## src/rtl/sync_fifo_pkg.sv

```systemverilog
// Shared constants and helpers for the parametrised synchronous FIFO.
package sync_fifo_pkg;

  localparam int DEF_DATA_WIDTH = 64;
  localparam int DEF_DATA_DEPTH = 16;

  localparam int ERR_W   = 2;
  localparam int ERR_OVF = 0;
  localparam int ERR_UDF = 1;

  function automatic int sync_fifo_aw(input int depth);
    return (depth < 2) ? 1 : $clog2(depth);
  endfunction

endpackage

```

## src/rtl/sync_fifo_param_if.sv

```systemverilog
// FIFO data/handshake bundle; master drives requests, slave is the FIFO.
interface sync_fifo_param_if
  import sync_fifo_pkg::*;
#(
  parameter int DATA_WIDTH = DEF_DATA_WIDTH,
  parameter int DATA_DEPTH = DEF_DATA_DEPTH
) ();

  localparam int AW = sync_fifo_aw(DATA_DEPTH);

  logic                  wr_en;
  logic [DATA_WIDTH-1:0] data_in;
  logic                  full;
  logic                  almost_full;
  logic                  rd_en;
  logic [DATA_WIDTH-1:0] data_out;
  logic                  empty;
  logic                  almost_empty;
  logic [AW:0]           count;
  logic                  overflow;
  logic                  underflow;
  logic                  clr_err;

  modport master (
    output wr_en, data_in, rd_en, clr_err,
    input  full, almost_full, data_out, empty, almost_empty, count,
           overflow, underflow
  );

  modport slave (
    input  wr_en, data_in, rd_en, clr_err,
    output full, almost_full, data_out, empty, almost_empty, count,
           overflow, underflow
  );

endinterface

```

## src/rtl/sync_fifo_mem.sv

```systemverilog
// DATA_DEPTH x DATA_WIDTH storage, one write port and one asynchronous read
// address; no reset so it can be replaced by an SRAM macro.
module sync_fifo_mem #(
  parameter int DATA_WIDTH = 64,
  parameter int DATA_DEPTH = 16,
  parameter int AW         = 4
) (
  input  logic                  clk,
  input  logic                  wr_en,
  input  logic [AW-1:0]         wr_addr,
  input  logic [DATA_WIDTH-1:0] wr_data,
  input  logic [AW-1:0]         rd_addr,
  output logic [DATA_WIDTH-1:0] rd_data
);

  logic [DATA_WIDTH-1:0] mem [DATA_DEPTH];

  always_ff @(posedge clk) begin
    if (wr_en) mem[wr_addr] <= wr_data;
  end

  assign rd_data = mem[rd_addr];

endmodule

```

## src/rtl/sync_fifo_param.sv

```systemverilog
// Parametrised synchronous FIFO with count, thresholds and sticky errors.
// Define SYNC_FIFO_FWFT_EN for first-word-fall-through read data.
module sync_fifo_param
  import sync_fifo_pkg::*;
#(
  parameter int DATA_WIDTH = DEF_DATA_WIDTH,
  parameter int DATA_DEPTH = DEF_DATA_DEPTH,
  parameter int AFULL_TH   = DATA_DEPTH - 4,
  parameter int AEMPTY_TH  = 4
) (
  input logic               clk,
  input logic               rst,
  sync_fifo_param_if.slave  bus
);

  localparam int AW = sync_fifo_aw(DATA_DEPTH);
  localparam logic [AW:0] CNT_MAX = (AW+1)'(DATA_DEPTH);
  localparam logic [AW:0] CNT_AF  = (AW+1)'(AFULL_TH);
  localparam logic [AW:0] CNT_AE  = (AW+1)'(AEMPTY_TH);
  localparam logic [AW:0] CNT_ONE = (AW+1)'(1);

  if (DATA_WIDTH < 1)
    $fatal(1, "sync_fifo_param: DATA_WIDTH must be >= 1");
  if (DATA_DEPTH < 2 || (DATA_DEPTH & (DATA_DEPTH - 1)) != 0)
    $fatal(1, "sync_fifo_param: DATA_DEPTH must be a power of two >= 2");
  if (AFULL_TH < 1 || AFULL_TH > DATA_DEPTH)
    $fatal(1, "sync_fifo_param: AFULL_TH out of range");
  if (AEMPTY_TH < 0 || AEMPTY_TH > DATA_DEPTH - 1)
    $fatal(1, "sync_fifo_param: AEMPTY_TH out of range");

  logic [AW-1:0]         wr_ptr, rd_ptr;
  logic [AW:0]           count_q, count_d;
  logic [ERR_W-1:0]      err_q, err_d;
  logic                  full, empty;
  logic                  wr_acc, rd_acc;
  logic [DATA_WIDTH-1:0] mem_rd_data;

  assign full   = (count_q == CNT_MAX);
  assign empty  = (count_q == '0);
  assign wr_acc = bus.wr_en & ~full;
  assign rd_acc = bus.rd_en & ~empty;

  always_comb begin
    count_d = count_q;
    unique case ({wr_acc, rd_acc})
      2'b10:   count_d = count_q + CNT_ONE;
      2'b01:   count_d = count_q - CNT_ONE;
      default: count_d = count_q;
    endcase
  end

  // Setting an error takes priority over clearing it in the same cycle.
  always_comb begin
    err_d          = err_q & {ERR_W{~bus.clr_err}};
    err_d[ERR_OVF] = err_d[ERR_OVF] | (bus.wr_en & full);
    err_d[ERR_UDF] = err_d[ERR_UDF] | (bus.rd_en & empty);
  end

  always_ff @(posedge clk or posedge rst) begin
    if (rst) begin
      wr_ptr  <= '0;
      rd_ptr  <= '0;
      count_q <= '0;
      err_q   <= '0;
    end else begin
      if (wr_acc) wr_ptr <= wr_ptr + 1'b1;
      if (rd_acc) rd_ptr <= rd_ptr + 1'b1;
      count_q <= count_d;
      err_q   <= err_d;
    end
  end

  sync_fifo_mem #(
    .DATA_WIDTH (DATA_WIDTH),
    .DATA_DEPTH (DATA_DEPTH),
    .AW         (AW)
  ) u_mem (
    .clk     (clk),
    .wr_en   (wr_acc),
    .wr_addr (wr_ptr),
    .wr_data (bus.data_in),
    .rd_addr (rd_ptr),
    .rd_data (mem_rd_data)
  );

`ifdef SYNC_FIFO_FWFT_EN
  assign bus.data_out = mem_rd_data;
`else
  logic [DATA_WIDTH-1:0] dout_q;

  always_ff @(posedge clk or posedge rst) begin
    if (rst)         dout_q <= '0;
    else if (rd_acc) dout_q <= mem_rd_data;
  end

  assign bus.data_out = dout_q;
`endif

  assign bus.full         = full;
  assign bus.empty        = empty;
  assign bus.almost_full  = (count_q >= CNT_AF);
  assign bus.almost_empty = (count_q <= CNT_AE);
  assign bus.count        = count_q;
  assign bus.overflow     = err_q[ERR_OVF];
  assign bus.underflow    = err_q[ERR_UDF];

endmodule

```

## src/flat_wrapper.sv

```systemverilog
// flat-port wrapper written by rule: the top's interface ports become plain ports
module sync_fifo_param_flat import sync_fifo_pkg::*;
#(
  parameter int DATA_WIDTH = DEF_DATA_WIDTH,
  parameter int DATA_DEPTH = DEF_DATA_DEPTH,
  parameter int AFULL_TH   = DATA_DEPTH - 4,
  parameter int AEMPTY_TH  = 4
)
  (clk, rst, bus_wr_en, bus_data_in, bus_rd_en, bus_clr_err, bus_full, bus_almost_full, bus_data_out, bus_empty, bus_almost_empty, bus_count, bus_overflow, bus_underflow);
  sync_fifo_param_if #(.DATA_WIDTH(DATA_WIDTH), .DATA_DEPTH(DATA_DEPTH)) bus_i ();
  input logic clk;
  input logic rst;
  input wire logic [$bits(bus_i.wr_en)-1:0] bus_wr_en;
  input wire logic [$bits(bus_i.data_in)-1:0] bus_data_in;
  input wire logic [$bits(bus_i.rd_en)-1:0] bus_rd_en;
  input wire logic [$bits(bus_i.clr_err)-1:0] bus_clr_err;
  output wire logic [$bits(bus_i.full)-1:0] bus_full;
  output wire logic [$bits(bus_i.almost_full)-1:0] bus_almost_full;
  output wire logic [$bits(bus_i.data_out)-1:0] bus_data_out;
  output wire logic [$bits(bus_i.empty)-1:0] bus_empty;
  output wire logic [$bits(bus_i.almost_empty)-1:0] bus_almost_empty;
  output wire logic [$bits(bus_i.count)-1:0] bus_count;
  output wire logic [$bits(bus_i.overflow)-1:0] bus_overflow;
  output wire logic [$bits(bus_i.underflow)-1:0] bus_underflow;
  assign bus_i.wr_en = bus_wr_en;
  assign bus_i.data_in = bus_data_in;
  assign bus_i.rd_en = bus_rd_en;
  assign bus_i.clr_err = bus_clr_err;
  assign bus_full = bus_i.full;
  assign bus_almost_full = bus_i.almost_full;
  assign bus_data_out = bus_i.data_out;
  assign bus_empty = bus_i.empty;
  assign bus_almost_empty = bus_i.almost_empty;
  assign bus_count = bus_i.count;
  assign bus_overflow = bus_i.overflow;
  assign bus_underflow = bus_i.underflow;
  sync_fifo_param #(.DATA_WIDTH(DATA_WIDTH), .DATA_DEPTH(DATA_DEPTH), .AFULL_TH(AFULL_TH), .AEMPTY_TH(AEMPTY_TH)) u_core (.clk(clk), .rst(rst), .bus(bus_i));
endmodule
```

## config.mk

```make
export PLATFORM = sky130hd
export DESIGN_NAME = sync_fifo_param_flat
export DESIGN_NICKNAME = d
export VERILOG_FILES = /design/src/rtl/sync_fifo_pkg.sv /design/src/rtl/sync_fifo_param_if.sv /design/src/rtl/sync_fifo_mem.sv /design/src/rtl/sync_fifo_param.sv /design/src/flat_wrapper.sv
export SDC_FILE = /design/constraint.sdc
export NUM_CORES = 1
export LEC_CHECK = 0
export CAP_MARGIN = 20
export CORE_UTILIZATION = 55
export CTS_CLUSTER_DIAMETER = 40
export CTS_CLUSTER_SIZE = 20
export DETAILED_ROUTE_END_ITERATION = 7
export PLACE_DENSITY = 0.76
export SLEW_MARGIN = 20
export SYNTH_ARGS = -nofsm -noshare
export SYNTH_HDL_FRONTEND = slang
export SYNTH_SLANG_ARGS = --single-unit
```

## constraint.sdc

```tcl
create_clock -name clk -period 6.1 [get_ports clk]
set_clock_uncertainty 0.2 [all_clocks]
set_input_delay 0.61 -clock clk [delete_from_list [all_inputs] [get_ports clk]]
set_output_delay 0.61 -clock clk [all_outputs]
set_load 0.05 [all_outputs]
```

[Yosys cells after proc, flatten, opt, wreduce, memory -nomap -nowiden]
Memory sizes are Yosys's and may differ from the RTL's. A register that Yosys moved wholly into a read port is not among the register bits.
Index checks and enable logic that the tools add are counted.
Word-level totals
  register bits after elaboration: 15
  input port bits: 69
  memories kept: 1
  output and inout bits: 75
  memory bits (writable): 1024
Operators by class
  add/subtract/negate cells: 4
  reduce and logical (&&, ||, !) cells: 2
  order comparisons: 2
  bitwise logic cells: 10
  equality and inequality tests: 3
  mux-type cells: 3
Memories
  u_core.u_mem.mem: depth 16, bits a word 64, read ports 1, clocked after memory_dff 1, write ports 1, line sync_fifo_mem.sv:16  | logic [DATA_WIDTH-1:0] mem [DATA_DEPTH];
Operator list (number)
  $pmux 5 s2: 1
  $add 4x1->4 const B: 2
  $add 5x1->5 const B: 1
  $eq 5x5->1 const B: 1
  $ge 5x4->1 const B: 1
  $le 5x3->1 const B: 1
  $logic_not 5->1: 1
  $sub 5x1->5 const B: 1
  $and 1x1->1: 4
  $not 1->1: 3
  $and 2x2->2: 1
  $eq 2x1->1 const B: 1
  $eq 2x2->1 const B: 1
  $mux 1: 2
  $or 1x1->1: 2
  $reduce_bool 2->1: 1

[Depth between registers and ports, before layout]
  word-level depth: 5
  mapped depth: 13
  mapped depth without buffers: 10

[By module]
A second synthesis with hierarchy kept.
Unflattened totals
  cells, all modules: 1797
  area total of the unflattened synthesis: 41562.4 µm²
By module, submodules not included
  sync_fifo_mem: cells each 1583, area each 38300.5 µm², times used 1, seq. area each 30749.5 µm²
  sync_fifo_param: cells each 214, area each 3261.9 µm², times used 1, seq. area each 1976.9 µm²

[Least setup slack after synthesis]
OpenSTA, ideal clock, no wires.
  path type: register -> register
  from: register u_core.count_q[2] (netlist: u_core.bus.count[2])
  to: memory u_core.u_mem.mem[3][0] (enable)
  arrival time: 6.099 ns
  path slack: -0.763 ns
  data required time: 5.336 ns
  buffers on the path: 1
  stages on the path, launching flop included: 6
  cells stage by stage: dfrtp_1 clkbuf_1 nor4_1 a21boi_1 nand2_1 nor3_1
On the way
  word-level cells in the longest chain between the ends: 5
Ends and longest elaborated chain
  start: declaration: line sync_fifo_param.sv:32  | logic [AW:0] count_q, count_d;
  start signal: assignment: line sync_fifo_param.sv:68  | count_q <= count_d;
  $eq 5x5->1: line sync_fifo_param.sv:38  | assign full = (count_q == CNT_MAX);
  $not 1->1: line sync_fifo_param.sv:40  | assign wr_acc = bus.wr_en & ~full;
  $and 1x1->1: line sync_fifo_param.sv:40
  $mux 1: line sync_fifo_mem.sv:19  | if (wr_en) mem[wr_addr] <= wr_data;
  $mux 1 (implied by the code): line sync_fifo_mem.sv:19
  end: declaration: line sync_fifo_mem.sv:16
No other way between the ends.

[Worst setup path after layout]
  from: register u_core.count_q[1] (netlist: u_core.bus.count[1])
  to: register u_core.count_q[4] (netlist: u_core.bus.count[4])
On the way
  word-level cells in the longest chain between the ends: 5
Ends and longest elaborated chain
  $eq 5x5->1 or $logic_not 5->1 (tied branches): line sync_fifo_param.sv:38, sync_fifo_param.sv:39
  $not 1->1, on equally long branches: line sync_fifo_param.sv:40, sync_fifo_param.sv:41
  $and 1x1->1, on equally long branches: line sync_fifo_param.sv:40, sync_fifo_param.sv:41
  $eq 2x1->1 or $eq 2x2->1 (tied branches): line sync_fifo_param.sv:45  | unique case ({wr_acc, rd_acc})
  $pmux 5 s2 or $reduce_bool 2->1 (tied branches)
Parallel ways exist; a longest one is shown, timed or not.
A chain may end at the register's enable or synchronous reset.

==> metrics.md <==
| Metric | Value |
|---|---|
| Mapped Area | `41700 µm²` |
| I/O pin count | `144` |
| Chip width | `278 µm` |
| Post-synth top area cell | `edfxtp_1` |
| Post-DP Area | `44500 µm²` |
| Final Worst Setup Slack | `2.04 ns` |
| Startpoint types | `flop` |
| Worst-Margin Slew | `1.10 ns` |
| Register area | `32700 µm²` |
| DRT iter0 DRCs | `1898` |
| FILL cells | `4588` |
| Total number of vias | `19900` |
| Rows | `100` |
| Setup Buffers After CTS | `0` |
| Worst EP arrival | `4.39 ns` |
| RSZ-0062 raised after global routing | `no` |
| Setup TNS | `0 ns` |
| First-pass GRT wire length | `138000 µm` |
| Die height | `278 µm` |
| CTS tree | `yes` |
| CP max stage delay | `0.61 ns` |
| Pin count of the biggest net entering global routing | `101` |
| DRC | `0` |
| Final period utilization | `66.5%` |
| Max-Cap Viols | `0` |
| Seq cells post-synth | `1103` |
| Ranking of synthesized cells by area | `edfxtp_1, mux4_2, dfrtp_1` |
| CP Buf/Inv Count | `2` |
| Post-route ant nets | `0` |
| Total track usage | `24.6%` |
| Layout cell share with drive strength beyond 1 | `28.4%` |
| Hold_buf cts | `0` |
| Final core area utilization | `65.2%` |
| Fmax | `246 MHz` |
| Nets@finish | `2084` |
| Leak Pwr | `15.7 nW` |
| Crit path time final | `4.06 ns` |
| Relative slew slack | `26.8%` |
| Critical path, cell by cell | `or4_4, o21ai_4, buf_4, inv_2, ha_1, xor2_1, ha_1, and3b_1, o21ai_0, a31oi_1, xor2_1` |
| Post-Syn Area per Cell | `23.1 µm²` |
| TritonCTS buffer count | `116` |
| H-tree depth | `3` |
| Gpl congestion | `0.782` |
| Multi-input gate area | `8630 µm²` |
| Post-synthesis sequential area ratio | `78.4%` |
| Hpwl dp | `49500 µm` |
| Number of global-route vias before repair | `21100` |
| Req. time, crit path | `6.43 ns` |
| Pwr dens | `495 nW/µm²` |
| YS warnings | `0` |
| Avg WL per Cell | `30.2 µm` |
| Clk sinks | `1103` |
| CP max FO | `35` |
| Setup Slack @ Placement | `2.05 ns` |
| Setup violators final | `0` |
| Global route total overflow | `0` |
| Detailed Route WL | `93100 µm` |
| Die Area | `77000 µm²` |
| Post-CTS sizing | `0` |
| PortBufs | `143` |
| Starting Density | `55.8%` |
| Clk_lat worst skew | `0.68 ns` |
| TritonRoute pass-1 iters | `5` |
| Core area | `74800 µm²` |
| Post-synth top area share | `73.7%` |
| Worst path top cell family by delay | `buffers and inverters` |
| Final hold viol count | `0` |
| Crit end category | `flop` |
| Synth-to-layout area growth | `16.9%` |
| Syn Inst Count | `1808` |
| Fin area | `48800 µm²` |
| Synth unique cells | `44` |
| Buffers from clock root to sink, at most | `3` |
| Drt via density | `6.46` |
| Max Slew Vio Count | `0` |
| Crit Path Class | `flop to flop` |
| Synthesized Nets | `1885` |
| Peak VDD IR | `0.314 mV` |
| Reg clk slew, reported paths | `0.07 ns` |
| Hold WC Path Type | `input pin to async pin` |
| Status | `complete, no violations` |
| Clock root cell | `clkbuf_16` |
| Crit-path slowest cell | `or4_4` |
| Initial antenna violation count | `5` |
## per-stage QoR
stage | power [mW] | cells | hold slack (ns)
2_1_floorplan | 14.6 | 1808 | 0.343
3_3_place_gp | 16.6 | 2855 | 0.279
3_5_place_dp | 16.7 | 2855 | 0.285
4_1_cts | 24.3 | 3076 | 0.211
5_1_grt | 24.9 | 3082 | 0.274
6_report | 24.2 | 3082 | 0.222
## area by class of cell
| cell class | instances | share of cell area (%) |
|---|---|---|
| multi-input cells | 596 | 17.7 |
| well taps | 969 | 2.48 |
| diodes | 3 | 0.0154 |
| inverters | 6 | 0.0513 |
| clock inverters | 90 | 2.35 |
| repair buffers | 184 | 4.10 |
| flip-flops and latches | 1103 | 67.1 |
| clock buffers | 131 | 6.25 |
## where the power goes
group          total, mW  switching [mW]  internal, mW
Combinational       6.76            3.84          2.92
Sequential          9.89           0.650          9.24
Clock               7.51            3.20          4.30
## state kept, by name, summed over array words and instances, names as in the netlist
register and flops:
u_core.bus.data_out 64, u_core.err_q 2, u_core.bus.count 5, u_core.wr_ptr 4, u_core.rd_ptr 4, u_core.u_mem.mem 1024
## worst register-to-register path, cell delays in order (launching register included)
cell     delay [ns]
dfrtp_1        0.50
or4_4          0.61
o21ai_4        0.14
buf_4          0.49
inv_2          0.46
ha_1           0.43
xor2_1         0.20
ha_1           0.25
and3b_1        0.17
o21ai_0        0.17
a31oi_1        0.15
xor2_1         0.16
## logic make-up after synthesis
kind of cell    Yosys count  synth area share, %
compound gates          145                 2.78
xor+xnor                 11                0.231
fa+ha+maj                 8                0.240
buf+inv                 109                 1.27
flops                  1103                 78.4
mux                     353                 16.2
simple gates             79                0.854
## cells in the final DEF, fill, tap and decap left out, drive strengths merged, types with 3 or more instances in the layout
master / n
buf: 41
mux2: 33
nor3: 5
o221ai: 32
mux2i: 64
o21ai: 4
nand2: 44
clkinvlp: 8
ha: 8
bufinv: 13
clkbuf: 131
nand2b: 4
clkinv: 35
o22ai: 65
xnor2: 6
mux4: 256
clkdlybuf4s50: 143
nor2: 14
inv: 40
a21oi: 34
dfrtp: 79
xor2: 5
edfxtp: 1024
diode: 3
## Yosys cell counts, drive strengths merged
cell       n
a21boi     1
a21o       2
a21oi     34
a22o       2
a22oi      1
a31oi      1
and2       1
and3b      1
buf       56
clkbuf    47
dfrtp     79
edfxtp  1024
ha         8
inv        6
mux2      33
mux2i     64
mux4     256
nand2     44
nand2b     4
nand3b     1
nand4      2
nor2      14
nor2b      2
nor3       5
nor4       1
nor4b      1
o211ai     1
o21a       1
o21ai      4
o221ai    32
o22ai     65
o31ai      1
or2        2
or4        1
xnor2      6
xor2       5
## worst paths after layout
path                                                startpoint                             endpoint  slack [ns]  depth (start not counted)
min reg2reg                u_core.bus.data_out[57]$_DFFE_PP0P_  u_core.bus.data_out[57]$_DFFE_PP0P_        0.30                          2
max reg2reg                    u_core.bus.count[1]$_DFFE_PP0P_      u_core.bus.count[4]$_DFFE_PP0P_        2.04                         11
min in group clk           u_core.bus.data_out[57]$_DFFE_PP0P_  u_core.bus.data_out[57]$_DFFE_PP0P_        0.30                          2
max in group asynchronous                                  rst         u_core.rd_ptr[3]$_DFFE_PP0P_        4.39                          3
min                                                        rst  u_core.bus.data_out[10]$_DFFE_PP0P_        0.22                          2
max                            u_core.bus.count[1]$_DFFE_PP0P_      u_core.bus.count[4]$_DFFE_PP0P_        2.04                         11
## layer usage
metal | part of all wire, % | wire (µm) | track usage (%)
met5 | 0.028 | 26 | 0
met4 | 2.2 | 2050 | 8.18
met2 | 52 | 48400 | 41.6
met1 | 39 | 36100 | 33.0
met3 | 6.9 | 6450 | 3.95
Power figures use the tool's default switching activity.
